## src/rtl/keypad_pkg.sv

```systemverilog
// Shared types and constants for the keypad scanner: FSM states, scan result
// record and the row/column to key-code map.
package keypad_pkg;

  typedef enum logic [1:0] {IDLE, CONFIRM, HELD, RELEASE} state_t;

  localparam logic [3:0] KEY_OK       = 4'hF;
  localparam logic [3:0] KEY_CONFIRM  = 4'hE;
  localparam logic [3:0] KEY_DISPENSE = 4'hD;
  localparam logic [3:0] KEY_STAR     = 4'hE;

  typedef struct packed {
    logic       single;
    logic       none;
    logic       multi;
    logic [3:0] code;
  } scan_t;

  function automatic logic [3:0] key_map(input logic [1:0] r, input logic [1:0] c);
    logic [3:0] k;
    k = 4'h0;
    case ({r, c})
      4'h0: k = 4'h1;
      4'h1: k = 4'h2;
      4'h2: k = 4'h3;
      4'h3: k = 4'hA;
      4'h4: k = 4'h4;
      4'h5: k = 4'h5;
      4'h6: k = 4'h6;
      4'h7: k = 4'hB;
      4'h8: k = 4'h7;
      4'h9: k = 4'h8;
      4'hA: k = 4'h9;
      4'hB: k = 4'hC;
      4'hC: k = KEY_STAR;
      4'hD: k = 4'h0;
      4'hE: k = KEY_OK;
      4'hF: k = KEY_DISPENSE;
    endcase
    return k;
  endfunction

endpackage

```

## src/rtl/keypad_decode.sv

```systemverilog
// Classifies a full-scan snapshot (bit 4*col+row, active-low) as no key,
// exactly one key (with its code) or several keys.
module keypad_decode
  import keypad_pkg::*;
(
  input  logic [15:0] snapshot,
  output scan_t       result
);

  logic [4:0] n_low;
  logic [3:0] code;

  always_comb begin
    n_low = '0;
    code  = '0;
    for (int i = 0; i < 16; i++) begin
      if (!snapshot[i]) begin
        n_low = n_low + 5'd1;
        code  = key_map(i[1:0], i[3:2]);
      end
    end
  end

  assign result.single = (n_low == 5'd1);
  assign result.none   = (n_low == 5'd0);
  assign result.multi  = (n_low >  5'd1);
  assign result.code   = code;

endmodule

```

## src/rtl/keypad_scanner.sv

```systemverilog
// 4x4 keypad scanner: one-cold column drive, per-slot row capture, and a
// scan-level debounce FSM that emits one key event per physical press.
module keypad_scanner
  import keypad_pkg::*;
#(
  parameter int SCAN_DIV       = 50000,
  parameter int DEBOUNCE_SCANS = 4
) (
  input  logic       clk,
  input  logic       reset,
  input  logic [3:0] row,
  output logic [3:0] shift_col,
  output logic [3:0] key_value,
  output logic       key_valid,
  output logic       key_held
);

  localparam int SLOT_W = $clog2(SCAN_DIV);
  localparam int CNT_W  = $clog2(DEBOUNCE_SCANS + 1);
  localparam logic [SLOT_W-1:0] SLOT_LAST = SLOT_W'(SCAN_DIV - 1);
  localparam logic [CNT_W-1:0]  CNT_DONE  = CNT_W'(DEBOUNCE_SCANS);

  logic [3:0]        row_s1, row_s2;
  logic [SLOT_W-1:0] slot_cnt;
  logic [1:0]        col_idx;
  logic [15:0]       snapshot;
  logic              scan_done;
  logic              slot_last;
  scan_t             res;

  assign slot_last = (slot_cnt == SLOT_LAST);

  always_ff @(posedge clk or posedge reset) begin
    if (reset) begin
      row_s1    <= 4'hF;
      row_s2    <= 4'hF;
      slot_cnt  <= '0;
      col_idx   <= '0;
      shift_col <= 4'b1110;
      snapshot  <= '1;
      scan_done <= 1'b0;
    end else begin
      row_s1    <= row;
      row_s2    <= row_s1;
      // FSM consumes the snapshot the cycle after the col-3 capture completes it
      scan_done <= slot_last && (col_idx == 2'd3);
      if (slot_last) begin
        slot_cnt  <= '0;
        col_idx   <= col_idx + 2'd1;
        shift_col <= {shift_col[2:0], shift_col[3]};
        snapshot[{col_idx, 2'b00} +: 4] <= row_s2;
      end else begin
        slot_cnt <= slot_cnt + 1'b1;
      end
    end
  end

  keypad_decode u_decode (
    .snapshot (snapshot),
    .result   (res)
  );

  state_t           state_q, state_d;
  logic [3:0]       cand_q, cand_d;
  logic [CNT_W-1:0] cnt_q, cnt_d, cnt_inc;
  logic             held_d, fire;

  always_comb begin
    state_d = state_q;
    cand_d  = cand_q;
    cnt_d   = cnt_q;
    held_d  = key_held;
    fire    = 1'b0;
    cnt_inc = cnt_q + 1'b1;
    if (scan_done) begin
      case (state_q)
        IDLE: if (res.single) begin
          state_d = CONFIRM;
          cand_d  = res.code;
          cnt_d   = CNT_W'(1);
        end
        CONFIRM: if (res.single && res.code == cand_q) begin
          if (cnt_inc == CNT_DONE) begin
            fire    = 1'b1;
            held_d  = 1'b1;
            state_d = HELD;
            cnt_d   = '0;
          end else begin
            cnt_d = cnt_inc;
          end
        end else begin
          state_d = IDLE;
          cnt_d   = '0;
        end
        HELD: if (res.none) begin
          state_d = RELEASE;
          cnt_d   = CNT_W'(1);
        end
        RELEASE: if (res.none) begin
          if (cnt_inc == CNT_DONE) begin
            held_d  = 1'b0;
            state_d = IDLE;
            cnt_d   = '0;
          end else begin
            cnt_d = cnt_inc;
          end
        end else begin
          state_d = HELD;
          cnt_d   = '0;
        end
        default: state_d = IDLE;
      endcase
    end
  end

  always_ff @(posedge clk or posedge reset) begin
    if (reset) begin
      state_q   <= IDLE;
      cand_q    <= '0;
      cnt_q     <= '0;
      key_value <= 4'h0;
      key_valid <= 1'b0;
      key_held  <= 1'b0;
    end else begin
      state_q   <= state_d;
      cand_q    <= cand_d;
      cnt_q     <= cnt_d;
      key_valid <= fire;
      key_held  <= held_d;
      if (fire) key_value <= cand_q;
    end
  end

endmodule
```

## config.mk

```make
export PLATFORM = sky130hd
export DESIGN_NAME = keypad_scanner
export DESIGN_NICKNAME = d
export VERILOG_FILES = /design/src/rtl/keypad_pkg.sv /design/src/rtl/keypad_decode.sv /design/src/rtl/keypad_scanner.sv
export SDC_FILE = /design/constraint.sdc
export NUM_CORES = 1
export LEC_CHECK = 0
export ABC_AREA = 1
export BUFFER_PORTS_ARGS = -buffer_cell sky130_fd_sc_hd__buf_2
export CORE_MARGIN = 2
export CORE_UTILIZATION = 39
export DETAILED_ROUTE_END_ITERATION = 7
export MAX_ROUTING_LAYER = met4
export PLACE_DENSITY = 0.63
export SETUP_SLACK_MARGIN = 0.02
export SLEW_MARGIN = 20
export SYNTH_ARGS = -nofsm -noshare
export SYNTH_HDL_FRONTEND = slang
export SYNTH_SLANG_ARGS = --single-unit
```

## constraint.sdc

```tcl
create_clock -name clk -period 21.4 [get_ports clk]
set_clock_uncertainty 0.2 [all_clocks]
set_input_delay 3.21 -clock clk [delete_from_list [all_inputs] [get_ports clk]]
set_output_delay 3.21 -clock clk [all_outputs]
set_load 0.02 [all_outputs]
```

# [Word-level counts from Yosys, hierarchy flattened]
# Cells that the tools add are included.
[word_totals] in_bits=6 regBits=62
[op_classes] shifts=2 muxes=56 addsub=19 reduce_logical=9 n_eq_ne=16
[op_table] op="$mux 5" count=15
[op_table] op="$add 5x1->5 const B" count=14
[op_table] op="$mux 4" count=13
[op_table] op="$mux 3" count=7
[op_table] op="$add 16x1->16 const B" count=1
[op_table] op="$bwmux 16" count=1
[op_table] op="$eq 16x16->1 const B" count=1
[op_table] op="$mux 16" count=1
[op_table] op="$shift 4x6->16 const A" count=1
[op_table] op="$shiftx 4x6->16" count=1
[op_table] op="$mux 2" count=6
[op_table] op="$ne 2x2->1 const B" count=6
[op_table] op="$pmux 3 s4" count=1
[op_table] op="$mux 1" count=10
[op_table] op="$pmux 2 s4" count=1
[op_table] op="$eq 2x2->1 const B" count=3
[op_table] op="$ne 3x3->1 const B" count=2
[op_table] op="$neg 4->6" count=1
[op_table] op="$reduce_and 3->1" count=2
[op_table] op="$reduce_and 6->1" count=1
[op_table] op="$eq 5x1->1 const B" count=1
[op_table] op="$logic_not 5->1" count=1
[op_table] op="$reduce_and 5->1" count=1
[op_table] op="$eq 4x4->1" count=1
[op_table] op="other kinds (9)" count=10

# [Depth between registers and ports, before layout]
[logic_depth] ltp_word=36 mapped_depth=62 ltp_nobuf=62

# [By module]
# From an unflattened synthesis, not the netlist that was laid out.
[unflattened] hier_cells=718 hier_area_um2=4947.2
[by_module_without_submodules] module="keypad_scanner" area_per_inst_um2=2896.5 cells_per_inst=324 seq_area_each_um2=1585.3 instances=1
[by_module_without_submodules] module="keypad_decode" area_per_inst_um2=2050.7 cells_per_inst=394 seq_area_each_um2=0.0 instances=1

# [Worst setup path before layout]
# Ideal clock, no wire load.
[synth_timing] path_type="reg2reg" startpoint="register snapshot[1]" endpoint="register state_q[0]" path_buffers=0 synth_period_minus_slack_ps=9470 required_time_ps=21083 path_stages_with_launch=60 t_arrival_ps=9154 setup_slack_ps=11930 setup_time_ps=117 cell_sequence="dfstp_2 inv_1 ha_1 inv_1 nand2_2 nand2_1 ha_1 or2_1 and2_1 ha_1 nand2_1 nand2_2 ha_1 nand2_1 nand2_2 ha_1 nand2_1 nand2_1 [24 not listed] or2_2 nand2_1 inv_1 ha_1 or2_2 nand2_1 inv_1 ha_1 nand2_1 o21ai_0 nor2_1 nand3_2 o21ai_1 nand2_2 nor2_8 nand2_2 nand2_1 nand2_1"
[synth_via] elab_chain_len=33
[synth_lines] element="from (decl)" line_no="keypad_scanner.sv:26" rtl="logic [15:0] snapshot;"
[synth_lines] element="from (signal, indexed assignment)" line_no="keypad_scanner.sv:51" rtl="snapshot[{col_idx, 2'b00} +: 4] <= row_s2;"
[synth_lines] element="$mux 5" line_no="keypad_decode.sv:17" rtl="if (!snapshot[i]) begin"
[synth_lines] element="$add 5x1->5" line_no="keypad_decode.sv:18" rtl="n_low = n_low + 5'd1;"
[synth_lines] element="$mux 5" line_no="keypad_decode.sv:17"
[synth_lines] element="$add 5x1->5" line_no="keypad_decode.sv:18"
[synth_lines] element="$mux 5" line_no="keypad_decode.sv:17"
[synth_lines] element="$add 5x1->5" line_no="keypad_decode.sv:18"
[synth_lines] element="$mux 5" line_no="keypad_decode.sv:17"
[synth_lines] element="$add 5x1->5" line_no="keypad_decode.sv:18"
[synth_lines] element="[17 not listed]"
[synth_lines] element="$add 5x1->5" line_no="keypad_decode.sv:18"
[synth_lines] element="$mux 5" line_no="keypad_decode.sv:17"
[synth_lines] element="$add 5x1->5" line_no="keypad_decode.sv:18"
[synth_lines] element="$mux 5" line_no="keypad_decode.sv:17"
[synth_lines] element="$eq 5x1->1" line_no="keypad_decode.sv:24" rtl="assign result.single = (n_low == 5'd1);"
[synth_lines] element="$logic_and 1x1->1" line_no="keypad_scanner.sv:82" rtl="CONFIRM: if (res.single && res.code == cand_q) begin"
[synth_lines] element="$ne 3x3->1 (no source line) / $mux 2 (equally long branches)"
[synth_lines] element="$reduce_and 5->1 (no source line) / $pmux 2 s4 (equally long branches)"
[synth_lines] element="to (signal assigned)" line_no="keypad_scanner.sv:125" rtl="state_q <= state_d;"
[synth_lines] element="to (decl)" line_no="keypad_scanner.sv:63" rtl="state_t state_q, state_d;"
# Parallel ways exist; a longest one is shown, timed or not.
# A chain may end at the register's enable or synchronous reset.

# [Final worst setup path]
[layout_timing] startpoint="register snapshot[1]" endpoint="register state_q[1]"
# Same word-level chain as after synthesis.

==> metrics.yaml <==
outcome:
  outcome: "finished clean"
hold_path:
  hold_class: "flop to flop"
  hp-start: "row_s1[1]$_DFF_PP1_"
pwr:
  p_sw_uw: 57.84
  clkPwrFrac_pct: 53.5
  sw_frac_of_total_pct: 22.01
  power.internal_uw: 205.0
  power.density_nw_per_um2: 49.55
  peakVddDrop_v: 0.00004206
  combPwrFrac_pct: 1.1
  total_power_uw: 262.8
  sequentialPowerShare_pct: 45.4
  p_leak_uw: 0.002762
route:
  post_drt_wl_per_cell_microns: 10.57
  vias_per_cell: 4.793
  wirelength_microns: 9094
  num_vias: 4122
  firstDrtPassIters: 4
  drc: 0
  first_iter_violations: 168
  ant_nets: 0
clock_network:
  clock_sinks: 62
  root_buffer: "clkbuf_16"
  cts.repair.resized: 0
  hold_buffers: 0
  cts.clk_slew.worst_paths_ns: 0.06
  numCtsBuffers: 9
  post_cts_buffers: 0
  htree_levels: 3
  clk_latency_ns: 0.33
  max-clock-path-buffers: 2
  cts_tree: "done"
sta:
  slew_headroom_pct: 39.39
  hold_viol_final: 0
  worst_slack_ns: 11.42
  slew_viol_final: 0
  setup_viol: 0
  period_share_pct: 46.62
  rsz0062_at_grt: "false"
  clock.fmax_mhz: 100.2
  period_minus_slack_ns: 9.977
  final.setup.tns_ns: 0
  worst_slew_pin_slew_ns: 0.9008
global_routing:
  grt_max_degree: 63
  grt_antenna_before_repair: 0
  first_global_vias: 4070
  overflow: 0
  grt_first_pass_wirelength_microns: 16820
  track_usage_pct: 15.72
placed_design:
  place_ws_ns: 11.40
  portBuffers: 15
  placed_area_sq_um: 5012
  place_congestion: 0.8489
  dp_cells: 844
  hpwl_microns: 7091
die:
  dieArea_sq_um: 13200
  core_area_sq_um: 12010
  die_h_microns: 114.9
  ios: 16
  rows: 40
  start_util_pct: 39.93
  die_w_microns: 114.9
layout:
  final_cell_mix: "nand2_1 (178), inv_1 (115), nor2_1 (60), nand3_1 (53), nand2_2 (45)"
  syn2layout_area_growth_pct: 10.59
  layout_commonest_cell: "nand2_1"
  fillCellCount: 1236
  nets: 738
  final_layout_size_suffix_gt1_share_pct: 21.04
  diodes: 0
  stdcell_count: 860
  stdcell_area_sq_um: 5304
critical_path:
  crit_top_cell: "nand2_1"
  start_kind: "flop"
  cp_max_fo: 7
  worstRegToRegCells: 59
  cp_data_required_time_ns: 21.43
  r2r_end: "state_q[1]$_DFFE_PP0P_"
  critical-path-slowest-cell: "dfstp_2"
  slowest_delay_ns: 0.57
  crit_arrival_ns: 10.00
  endpoint: "state_q[1]$_DFFE_PP0P_"
  regToRegStartpoint: "snapshot[1]$_DFFE_PP1P_"
  end_kind: "flop"
  rrSetupSlack_ns: 11.42
  critPathLaunch: "snapshot[1]$_DFFE_PP1P_"
  crit_type: "flop to flop"
yosys:
  synth.avg_cell_area_sq_um: 6.961
  yosys_register_bits: 62
  yosys.area.top_type: "dfrtp_1"
  syn_inst: 689
  syn_area_sq_um: 4796
  synth_top_area_share_pct: 18.26
  synth_seq_area_share_pct: 33.06
  syn_nets: 719
  synth_cell_type_count: 38
  synth_area_leaders: "dfrtp_1 (18%), dfstp_2 (15%), nand2_1 (14%)"
  ys_warn_count: 0
flow_run:
  maxCapViolations: 0
-- cell families after synthesis --
family	after synthesis	synth area share [%]
DFF	62	33.06
adders and majority gates	24	6.261
AOI/OAI and AO/OA	60	6.783
xor gates and xnor gates	10	1.826
buffers and inverters	133	10.93
and+or+nand+nor	400	41.14
-- how the worst min path moves through the flow --
stage	to	slack (ns)	cells past startpoint
after detailed placement	row_s2[2]$_DFF_PP1_	0.15	0
after global placement	row_s2[2]$_DFF_PP1_	0.15	0
final	row_s2[1]$_DFF_PP1_	0.15	0
after global routing	row_s2[3]$_DFF_PP1_	0.16	0
after floorplan	row_s2[0]$_DFF_PP1_	0.15	0
after CTS	row_s2[1]$_DFF_PP1_	0.16	0
-- routing by layer --
layer  share of wire (%)  vias to the layer above  global-route usage [%]  wire (microns)
met5                   0                        -                       -               0
met4                 1.6                        0                   4.819             142
met3                 2.6                       11                   3.321             232
met2                  47                       41                   25.80            4312
met1                  48                     1869                   19.48            4407
li1                    -                     2201                       -               -
-- power groups by stage --
| stage | Clock, uW | Sequential, uW | Combinational (uW) |
|---|---|---|---|
| after detailed placement | 0 | 121 | 3.18 |
| after floorplan | 0 | 121 | 1.84 |
| after global placement | 0 | 121 | 3.11 |
| after global routing | 150 | 119 | 3.59 |
| after CTS | 143 | 119 | 3.16 |
| final | 141 | 119 | 2.94 |
-- metrics by stage --
| step | hold slack (ns) | utilization [%] |
|---|---|---|
| detailed placement | 0.1468 | 41.73 |
| finish | 0.1547 | 44.16 |
| global route | 0.1603 | 44.16 |
| CTS | 0.1562 | 44.16 |
| global placement | 0.1474 | 41.73 |
| floorplan | 0.1452 | - |
-- synthesized netlist by cell type (all sizes together) --
master	n
clkbuf	2
nand3	73
a31oi	2
nand4	8
nand3b	8
o21ai	40
buf	6
a311oi	1
xor2	8
a21oi	12
nor4	3
ha	24
nor2	65
nor3	8
o31ai	2
dfrtp	35
clkinv	1
o41ai	2
inv	124
dfstp	27
a211oi	1
and2	1
xnor2	2
nand2	224
or2	10
-- area by class of cell --
class	instances	area (sq um)	share of cell area, %
clock buffer	10	250.2	4.718
clock inverter	6	41.29	0.7785
inverter	125	474.2	8.941
multi-input combinational	494	2686	50.65
sequential	62	1585	29.89
tap	147	183.9	3.468
timing repair buffer	16	82.58	1.557
-- sequential cells by signal (all words and copies together), names as in the netlist --
register and cells:
slot_cnt 16, snapshot 16, key_value 4, cnt_q 3, scan_done 1, cand_q 4, key_valid 1, state_q 2
row_s2 4, col_idx 2, row_s1 4, shift_col 4, key_held 1
-- critical path: cells and delay by family (launching register included) --
kind | cells | cell delay (ns)
and+or+nand+nor | 33 | 4.45
buffers and inverters | 9 | 0.47
DFF | 1 | 0.57
AOI/OAI and AO/OA | 3 | 0.39
adders and majority gates | 14 | 3.78
Power figures use the tool's default switching activity.
